$ cat config.mk
export PLATFORM = sky130hd
export DESIGN_NAME = clk_wiz_lock_supervisor
export DESIGN_NICKNAME = d
export VERILOG_FILES = /design/src/rtl/clk_wiz_pkg.sv /design/src/rtl/sync_2ff.sv /design/src/rtl/clk_wiz_lock_supervisor.sv
export SDC_FILE = /design/constraint.sdc
export NUM_CORES = 1
export LEC_CHECK = 0
export ABC_CLOCK_PERIOD_IN_PS = 3810
export BUFFER_PORTS_ARGS = -buffer_cell sky130_fd_sc_hd__clkbuf_2
export CAP_MARGIN = 10
export CORE_ASPECT_RATIO = 0.6
export CORE_UTILIZATION = 60
export DETAILED_ROUTE_END_ITERATION = 10
export PLACE_DENSITY = 0.81
export SYNTH_ARGS = -nofsm -noshare
export SYNTH_HDL_FRONTEND = slang
export SYNTH_SLANG_ARGS = --single-unit
$ cat constraint.sdc
create_clock -name clk_in1 -period 3.81 [get_ports clk_in1]
set_clock_uncertainty 0.05 [all_clocks]
set_input_delay 0.1905 -clock clk_in1 [delete_from_list [all_inputs] [get_ports clk_in1]]
set_output_delay 0.1905 -clock clk_in1 [all_outputs]
set_load 0.01 [all_outputs]
$ cat src/rtl/clk_wiz_pkg.sv
// Shared types and defaults for the clocking-wizard lock supervisor.
package clk_wiz_pkg;

  typedef enum logic [2:0] {
    ST_RST_HOLD,
    ST_WAIT_LOCK,
    ST_STABLE,
    ST_RUN,
    ST_PWR_DN,
    ST_FAULT
  } sup_state_t;

  localparam int DEF_RST_CYCLES    = 16;
  localparam int DEF_LOCK_TIMEOUT  = 65536;
  localparam int DEF_STABLE_CYCLES = 1024;
  localparam int DEF_MAX_RETRIES   = 3;
  localparam int RELOCK_W          = 8;

  // Largest of three phase lengths; sizes the shared phase counter.
  function automatic int max3(input int a, input int b, input int c);
    int m;
    m = (a > b) ? a : b;
    return (m > c) ? m : c;
  endfunction

endpackage

$ cat src/rtl/sync_2ff.sv
// Two-flop synchronizer for slow asynchronous status levels.
module sync_2ff #(
  parameter int WIDTH = 1
) (
  input  logic             clk,
  input  logic             rst,
  input  logic [WIDTH-1:0] d,
  output logic [WIDTH-1:0] q
);

  logic [WIDTH-1:0] meta;

  // Two register stages; the first may go metastable, the second settles it.
  always_ff @(posedge clk or posedge rst) begin
    if (rst) begin
      meta <= '0;
      q    <= '0;
    end else begin
      // NOTE: non-blocking so both stages sample pre-edge values; blocking would collapse them into one flop.
      meta <= d;
      q    <= meta;
    end
  end

endmodule

$ cat src/rtl/clk_wiz_lock_supervisor.sv
// Sequences wizard reset, waits for and qualifies lock, re-arms on lock
// loss, powers down on request and latches a fault after repeated failures.
module clk_wiz_lock_supervisor
  import clk_wiz_pkg::*;
#(
  parameter int RST_CYCLES    = DEF_RST_CYCLES,
  parameter int LOCK_TIMEOUT  = DEF_LOCK_TIMEOUT,
  parameter int STABLE_CYCLES = DEF_STABLE_CYCLES,
  parameter int MAX_RETRIES   = DEF_MAX_RETRIES
) (
  input  logic                clk_in1,
  input  logic                reset,
  input  logic                locked,
  input  logic                input_clk_stopped,
  input  logic                pd_req,
  output logic                mmcm_reset,
  output logic                mmcm_power_down,
  output logic                clk_ok,
  output logic                fault,
  output logic [1:0]          retry_cnt,
  output logic [RELOCK_W-1:0] relock_cnt
);

  localparam int CNT_W = $clog2(max3(RST_CYCLES, LOCK_TIMEOUT, STABLE_CYCLES));
  localparam logic [CNT_W-1:0] RST_LAST    = CNT_W'(RST_CYCLES - 1);
  localparam logic [CNT_W-1:0] LOCK_LAST   = CNT_W'(LOCK_TIMEOUT - 1);
  localparam logic [CNT_W-1:0] STABLE_LAST = CNT_W'(STABLE_CYCLES - 1);
  localparam logic [1:0]       RETRY_MAX   = 2'(MAX_RETRIES);

  sup_state_t          state, state_n;
  logic [CNT_W-1:0]    cnt, cnt_n;
  logic [1:0]          retry_n;
  logic [RELOCK_W-1:0] relock_n;
  logic                fail;
  logic                mmcm_reset_n, mmcm_power_down_n, clk_ok_n, fault_n;
  logic [1:0]          sync_q;
  logic                lk_s, stp_s;

  sync_2ff #(.WIDTH(2)) u_sync (
    .clk (clk_in1),
    .rst (reset),
    .d   ({input_clk_stopped, locked}),
    .q   (sync_q)
  );

  assign lk_s  = sync_q[0];
  assign stp_s = sync_q[1];

  // Next-state, shared counter, retry/relock bookkeeping and next outputs.
  always_comb begin
    // NOTE: every target gets a default first so no path can leave one unassigned and infer a latch.
    state_n  = state;
    cnt_n    = cnt + CNT_W'(1);
    retry_n  = retry_cnt;
    relock_n = relock_cnt;
    fail     = 1'b0;

    if (pd_req && state != ST_FAULT) begin
      state_n = ST_PWR_DN;
    end else begin
      case (state)
        ST_RST_HOLD:  if (cnt == RST_LAST) state_n = ST_WAIT_LOCK;
        ST_WAIT_LOCK: begin
          if (lk_s)                   state_n = ST_STABLE;
          else if (cnt == LOCK_LAST)  fail = 1'b1;
        end
        ST_STABLE: begin
          if (!lk_s || stp_s) begin
            fail = 1'b1;
          end else if (cnt == STABLE_LAST) begin
            state_n = ST_RUN;
            retry_n = '0;
          end
        end
        ST_RUN: begin
          if (!lk_s || stp_s) begin
            if (relock_cnt != '1) relock_n = relock_cnt + RELOCK_W'(1);
            state_n = ST_RST_HOLD;
          end
        end
        ST_PWR_DN:    state_n = ST_RST_HOLD;
        ST_FAULT:     state_n = ST_FAULT;
        default:      state_n = ST_RST_HOLD;
      endcase
    end

    if (fail) begin
      if (retry_cnt == RETRY_MAX) begin
        state_n = ST_FAULT;
      end else begin
        retry_n = retry_cnt + 2'd1;
        state_n = ST_RST_HOLD;
      end
    end

    if (state_n != state) cnt_n = '0;

    mmcm_reset_n      = (state_n == ST_RST_HOLD) || (state_n == ST_PWR_DN) ||
                        (state_n == ST_FAULT);
    mmcm_power_down_n = (state_n == ST_PWR_DN) || (state_n == ST_FAULT);
    clk_ok_n          = (state_n == ST_RUN);
    fault_n           = (state_n == ST_FAULT);
  end

  // State, counter and registered outputs all move on the same edge.
  always_ff @(posedge clk_in1 or posedge reset) begin
    if (reset) begin
      state           <= ST_RST_HOLD;
      cnt             <= '0;
      retry_cnt       <= '0;
      relock_cnt      <= '0;
      mmcm_reset      <= 1'b1;
      mmcm_power_down <= 1'b0;
      clk_ok          <= 1'b0;
      fault           <= 1'b0;
    end else begin
      state           <= state_n;
      cnt             <= cnt_n;
      retry_cnt       <= retry_n;
      relock_cnt      <= relock_n;
      mmcm_reset      <= mmcm_reset_n;
      mmcm_power_down <= mmcm_power_down_n;
      clk_ok          <= clk_ok_n;
      fault           <= fault_n;
    end
  end

endmodule

==> summary.md, run 1 <==
| Metric | Value |
|---|---|
| Outcome | `finished, final reports clean` |
| Final HPWL DP | `2.654 mm` |
| GPL Wtd Cong | `0.8558` |
| DRT Wirelength | `3.681 mm` |
| Core Region | `2909 µm²` |
| Die area | `3354 µm²` |
| Worst-skew pair later-pin latency | `0.29 ns` |
| CTS Root Cell | `clkbuf_8` |
| Starting density of the core | `0.6434` |
| RSZ-0062 raised after global routing | `false` |
| Nets | `206` |
| Mapped Area | `1872 µm²` |
| Routed Antenna Nets | `0` |
| Post-Syn Area per Cell | `10.76 µm²` |
| DR WL/cell | `15.27 µm` |
| #FFs+latches synth | `37` |
| Pin slew with the least headroom to its limit | `0.9438 ns` |
| Worst IR Drop VDD | `0.2127 mV` |
| Worst Slack Setup Final | `0.9654 ns` |
| Slew headroom | `0.3583` |
| Vias in the first global route | `1,282` |
| Placed insts | `230` |
| Class of the most critical setup path | `flop to flop` |
| Yosys top cell by area | `dfrtp_1` |
| CP delay by family, top | `simple AND/OR/NAND/NOR gates` |
| Fin util | `0.7243` |
| Vias | `1,387` |
| Max_cap viols | `0` |
| Pwr dens | `333.8 nW/µm²` |
| Mapped Cells | `174` |
| Power, Total | `0.7033 mW` |
| Synth cell types | `41` |
| P_leak | `0.9757 nW` |
| Slowest cell on crit path | `mux2i_2` |
| CP Launch Type | `flop` |
| # diodes | `0` |
| Crit path max fanout | `16` |
| Deepest clock path buffer count | `2` |
| IO Port Bufs | `18` |
| Max Slew Vio Count | `0` |
| # clock sinks | `37` |
| CTS H-tree lvls | `2` |
| Final TNS setup | `0 ns` |
| Dpl ws | `0.9719 ns` |
| DRT iter0 DRCs | `88` |
| Share of layout cells above drive strength 1 | `0.2060` |
| Worst setup EP type | `flop` |
| Gr ovfl total | `0` |
| DR vias/cell | `5.755` |
| Min-Delay Path Class | `input pin to flop` |
| Area share of the largest cell type after synthesis | `0.4813` |
| Final Hold Fails | `0` |
| Num CTS Buffers | `5` |
| Area delta synth->final | `12.57%` |
| I/O pin count | `19` |
| Fmax | `351.5 MHz` |
| Setup bufs post-CTS | `0` |
| YS warnings | `0` |
| Fin cells | `241` |
| Bufs and invs on worst path | `0` |
| Synth top area cells | `dfrtp_1 48%, xnor2_1 5.6%, xor2_1 4.7%` |
| Final period utilization | `0.7466` |
| Largest stage delay, worst path | `0.83 ns` |
| Largest net degree at the start of global routing | `38` |
| Setup Viol. Count Final | `0` |
| # DRC | `0` |
| Initial antenna violation count | `0` |
| Critical path arrival | `2.91 ns` |
| Global Route Usage Sum | `0.2541` |
| Crit path cell chain | `ha_1 -> nand3_2 -> or3_1 -> o31ai_4 -> mux2i_2 -> nor4_1` |
| Synthesized Nets | `182` |
| Register area share after synthesis | `0.4953` |
| First-pass GRT wire length | `6.078 mm` |
| Drt pass-1 iters | `4` |
| CTS clk-pin slew, worst paths | `0.07 ns` |
| CP Data Required Time | `3.88 ns` |
| Die W | `74.11 µm` |
| Chip Height | `45.27 µm` |
| Site Rows | `15` |
| Fin crit period | `2.845 ns` |
| CTS tree | `built` |
==> cell type report <==
cell class,instances,area [µm²]
clock buffer,6,72.57
clock inverter,2,10.01
fill,214,802.0
inverter,6,22.52
multi-input combinational,126,894.6
sequential,37,927.1
tap,42,52.55
timing repair buffer,22,127.6
==> layout by cell type, fill, tap and decap left out, drive strengths merged, types with 2 or more instances in the layout <==
| cell | count |
|---|---|
| mux2i | 3 |
| nor2b | 2 |
| dlygate4sd3 | 3 |
| or3 | 2 |
| xor2 | 10 |
| nand3b | 3 |
| clkinv | 2 |
| nand2 | 12 |
| o21ai | 2 |
| a31oi | 2 |
| and4 | 4 |
| mux2 | 2 |
| nor3 | 12 |
| xnor2 | 12 |
| ha | 3 |
| nand2b | 3 |
| nor2 | 15 |
| and3 | 2 |
| nand3 | 6 |
| dfrtp | 36 |
| and2 | 6 |
| clkbuf | 24 |
| or4 | 3 |
| nand4 | 8 |
| nor4 | 6 |
| inv | 6 |
==> through the flow <==
stage / area, µm² / hold slack (ns)
3_3_place_gp: 1994 / 0.2364
5_1_grt: 2107 / 0.2348
3_5_place_dp: 1994 / 0.2470
4_1_cts: 2107 / 0.1988
2_1_floorplan: 1872 / 0.1719
6_report: 2107 / 0.2083
==> tightest hold or removal path: cells and delay by family <==
| kind | cells | cell delay [ns] |
|---|---|---|
| AOI/OAI and AO/OA | 1 | 0.11 |
| buffers and inverters | 1 | 0.13 |
| and+or+nand+nor | 1 | 0.11 |
==> sequential cells by signal, indices dropped and copies added (netlist names) <==
name,cells
clk_ok,1
cnt,16
fault,1
mmcm_power_down,1
mmcm_reset,1
relock_cnt,8
retry_cnt,2
state,3
u_sync.meta,2
u_sync.q,2
==> cells by family (layout without fill, tap and decap cells) <==
logic type	count (synthesis)	after routing	share of synthesized area
AO/OA/AOI/OAI	11	11	0.05014
XOR/XNOR	22	22	0.1029
adder cells (fa/ha/maj)	3	3	0.02006
buffers and inverters	11	36	0.02673
flip-flops	37	37	0.4953
multiplexers	5	5	0.03008
AND/OR/NAND/NOR	85	85	0.2747
==> Yosys cell counts <==
library cell,n
a31oi_1,2
a41oi_1,1
and2_1,6
and3_1,2
and3b_1,1
and4_1,4
buf_2,1
buf_6,1
clkbuf_1,3
dfrtp_1,36
dfstp_2,1
ha_1,3
inv_1,6
mux2_2,2
mux2i_1,2
mux2i_2,1
nand2_1,12
nand2b_1,3
nand3_1,5
nand3_2,1
nand3b_1,3
nand4_1,7
nand4_2,1
nor2_1,15
nor2b_1,2
nor3_1,6
nor3_2,5
nor3_4,1
nor4_1,6
o211ai_1,1
o21a_1,1
o21ai_0,2
o21ba_2,1
o21bai_1,1
o221ai_1,1
o31ai_4,1
or3_1,1
or3_4,1
or4_1,3
xnor2_1,12
xor2_1,10
==> layer usage <==
layer	routed length, µm	global-route usage	up-vias	part of all wire
li1	-	-	668	-
met1	1851	0.3804	664	0.50
met2	1578	0.3509	50	0.43
met3	224	0.07589	5	0.061
met4	26	0.08077	0	0.0071
met5	0	0	-	0
==> worst paths after layout <==
check	slack [ns]	startpoint	endpoint	depth (start not counted)
min in group asynchronous	0.49	reset	u_sync.meta[0]	4
worst max register to register	0.97	cnt[0]	cnt[9]	6
worst max-delay path	0.97	cnt[0]	cnt[9]	6
max in group asynchronous	2.88	reset	mmcm_reset	4
worst min-delay path	0.21	pd_req	mmcm_reset	3
worst min register to register	0.30	u_sync.meta[0]	u_sync.q[0]	0
==> power by group <==
group          switching (mW)  internal, mW  total (mW)
sequential            0.00715         0.400       0.407
combinational          0.0237        0.0146      0.0383
clock                   0.131         0.127       0.258
total                   0.162         0.541       0.703
==> timing repair <==
action / in CTS / in global routing
hold buffers: 3 / 0
hold endpoints to repair: 38 / 0
gates resized for setup: 0 / 0
setup endpoints to repair: 0 / 0
(Power assumes the default switching activity.)
==> run 2, diff against run 1 <==
- ABC_CLOCK_PERIOD_IN_PS: 3810 -> 2600
- CORE_UTILIZATION: 60 -> 52
- PLACE_DENSITY: 0.81 -> 0.74
- clock period: 3.81 -> 2.6 ns (I/O delays scaled with it)
==> summary.md, run 2 (same netlist as run 1, synthesis figures left out) <==
| Metric | Value |
|---|---|
| Outcome | `finished, final reports clean (unchanged)` |
| Post-cts gate resize count | `0 (unchanged)` |
| Largest net degree at the start of global routing | `25 (was 38)` |
| Drt pass-1 iters | `4 (unchanged)` |
| Starting density of the core | `0.5599 (was 0.6434)` |
| Deepest clock path buffer count | `2 (unchanged)` |
| Power, Total | `1.052 mW (was 0.7033 mW)` |
| # diodes | `0 (unchanged)` |
| Class of the most critical setup path | `flop to flop (unchanged)` |
| Final period utilization | `0.9174 (was 0.7466)` |
| Slew headroom | `0.4250 (was 0.3583)` |
| P_leak | `0.9810 nW (was 0.9757 nW)` |
| Internal reg-to-reg setup slack | `0.21 ns (was 0.97 ns)` |
| CTS clk-pin slew, worst paths | `0.06 ns (was 0.07 ns)` |
| # DRC | `0 (unchanged)` |
| Largest stage delay, worst path | `0.53 ns (was 0.83 ns)` |
| Die area | `3852 µm² (was 3354 µm²)` |
| Crit path depth | `7 (was 6)` |
| Worst setup EP type | `flop (unchanged)` |
| CP Data Required Time | `2.69 ns (was 3.88 ns)` |
| Nets | `207 (was 206)` |
| Routed Antenna Nets | `0 (unchanged)` |
| Chip Height | `48.48 µm (was 45.27 µm)` |
| Worst-skew pair later-pin latency | `0.28 ns (was 0.29 ns)` |
| Worst R2R Path Depth | `7 (was 6)` |
| Worst Slack Setup Final | `0.2148 ns (was 0.9654 ns)` |
| Dpl ws | `0.2424 ns (was 0.9719 ns)` |
| Crit Reg-Reg Startpoint | `cnt[0] (unchanged)` |
| Max Slew Vio Count | `0 (unchanged)` |
| Final Cell Area | `2126 µm² (was 2107 µm²)` |
| # clock sinks | `37 (unchanged)` |
| Setup Viol. Count Final | `0 (unchanged)` |
| Die W | `79.46 µm (was 74.11 µm)` |
| Vias in the first global route | `1,291 (was 1,282)` |
| Final Hold Fails | `0 (unchanged)` |
| Setup crit start | `cnt[0] (unchanged)` |
| Area of the multi-input gates | `894.6 µm² (unchanged)` |
| Most frequent cells in the layout | `36 x dfrtp_1, 18 x clkbuf_2, 15 x nor2_1 (unchanged)` |
| Worst Setup EP | `cnt[3] (was cnt[9])` |
| Pwr dens | `494.8 nW/µm² (was 333.8 nW/µm²)` |
| CTS H-tree lvls | `2 (unchanged)` |
| Placed cell area | `2006 µm² (was 1994 µm²)` |
| I/O pin count | `19 (unchanged)` |
| Fillcell total | `266 (was 214)` |
| Bufs and invs on worst path | `1 (was 0)` |
| Commonest non-fill, non-tap cell in the layout | `dfrtp_1 (unchanged)` |
| CP delay by family, top | `simple AND/OR/NAND/NOR gates (unchanged)` |
| Biggest regs | `cnt x16, relock_cnt x8, state x3 (unchanged)` |
| Max_cap viols | `0 (unchanged)` |
| DRT Wirelength | `3.692 mm (was 3.681 mm)` |
| Gr ovfl total | `0 (unchanged)` |
| CTS tree | `built (unchanged)` |
| CTS Root Cell | `clkbuf_8 (unchanged)` |
| Initial antenna violation count | `0 (unchanged)` |
| Share of layout cells above drive strength 1 | `0.2050 (was 0.2060)` |
| DRT iter0 DRCs | `78 (was 88)` |
| Final HPWL DP | `2.753 mm (was 2.654 mm)` |
| Vias | `1,387 (unchanged)` |
| Site Rows | `16 (was 15)` |
| RR Endpoint | `cnt[3] (was cnt[9])` |
| Global Route Usage Sum | `0.2207 (was 0.2541)` |
| Fin crit period | `2.385 ns (was 2.845 ns)` |
| Final TNS setup | `0 ns (unchanged)` |
| DR vias/cell | `5.661 (was 5.755)` |
| Crit path max fanout | `16 (unchanged)` |
| GPL Wtd Cong | `0.8905 (was 0.8558)` |
| Pin slew with the least headroom to its limit | `0.8616 ns (was 0.9438 ns)` |
| Min-Delay Path Class | `input pin to flop (unchanged)` |
| Fmax | `419.2 MHz (was 351.5 MHz)` |
| Top reg by flops | `cnt (unchanged)` |
| Worst IR Drop VDD | `0.3929 mV (was 0.2127 mV)` |
| Area delta synth->final | `13.57% (was 12.57%)` |
| DR WL/cell | `15.07 µm (was 15.27 µm)` |
| Sequential Area | `927.1 µm² (unchanged)` |
| Slowest cell on crit path | `or3_1 (was mux2i_2)` |
| Critical path arrival | `2.48 ns (was 2.91 ns)` |
| Crit path cell chain | `ha_1 -> nand3_2 -> or3_1 -> o31ai_4 -> mux2i_2 -> buf_4 -> nor4_1 (was ha_1 -> nand3_2 -> or3_1 -> o31ai_4 -> mux2i_2 -> nor4_1)` |
| IO Port Bufs | `18 (unchanged)` |
| Num CTS Buffers | `5 (unchanged)` |
| Core Region | `3343 µm² (was 2909 µm²)` |
| First-pass GRT wire length | `6.299 mm (was 6.078 mm)` |
| CP Launch Type | `flop (unchanged)` |
| RSZ-0062 raised after global routing | `false (unchanged)` |
| Max reg flops | `16 (unchanged)` |
[run 2: changes by cell type in the layout (fill, tap and decap cells not counted)]
cell and change:
buf_4 +1, clkbuf_8 +1, clkbuf_1 +1, clkinv_2 -2
[run 2: per-stage QoR]
stage / instances / utilization / hold slack (ns)
finish: 245 / 0.6359 / 0.1605
global route: 245 / 0.6359 / 0.1732
CTS: 245 / 0.6359 / 0.1521
detailed placement: 234 / 0.5999 / 0.1896
global placement: 234 / 0.5999 / 0.1912
floorplan: 174 / - / 0.1114
[run 2: repair_timing]
action / CTS / global route
hold buffers: 3 / 0
hold endpoints to repair: 24 / 0
setup buffers: 0 / 0
[run 2: cell type report]
class / instances / share of cell area
Inverter: 6 / 0.01059
Clock buffer: 8 / 0.04238
Tap cell: 45 / 0.02649
Multi-Input combinational cell: 126 / 0.4208
Sequential cell: 37 / 0.4361
Timing Repair Buffer: 23 / 0.06357
[run 2: layer usage]
layer  global-route usage  wire length [µm]  vias to the layer above
li1                     -                 -                      661
met5                    0                 0                        -
met2               0.2949              1521                       42
met1               0.3521              1897                      679
met4              0.05455                29                        0
met3              0.05660               243                        5
[run 2: power by group]
group,leakage (nW),switching [mW],internal [mW]
combinational,0.449,0.0358,0.0228
clock,0.0455,0.181,0.216
sequential,0.487,0.0101,0.586
[run 2: how the worst min path moves through the flow]
| stage | start | slack [ns] | endpoint | depth (start not counted) |
|---|---|---|---|---|
| after floorplan | locked | 0.11 | u_sync.meta[0] | 0 |
| final | pd_req | 0.16 | mmcm_reset | 3 |
| after CTS | pd_req | 0.15 | mmcm_reset | 3 |
| after global placement | locked | 0.19 | u_sync.meta[0] | 1 |
| after detailed placement | input_clk_stopped | 0.19 | u_sync.meta[1] | 1 |
| after global routing | pd_req | 0.17 | mmcm_reset | 3 |
[run 2: worst min-delay path: cells and delay by family]
family	cells	cell delay, ns
and+or+nand+nor	1	0.11
buffers and inverters	1	0.12
AOI/OAI and AO/OA	1	0.12
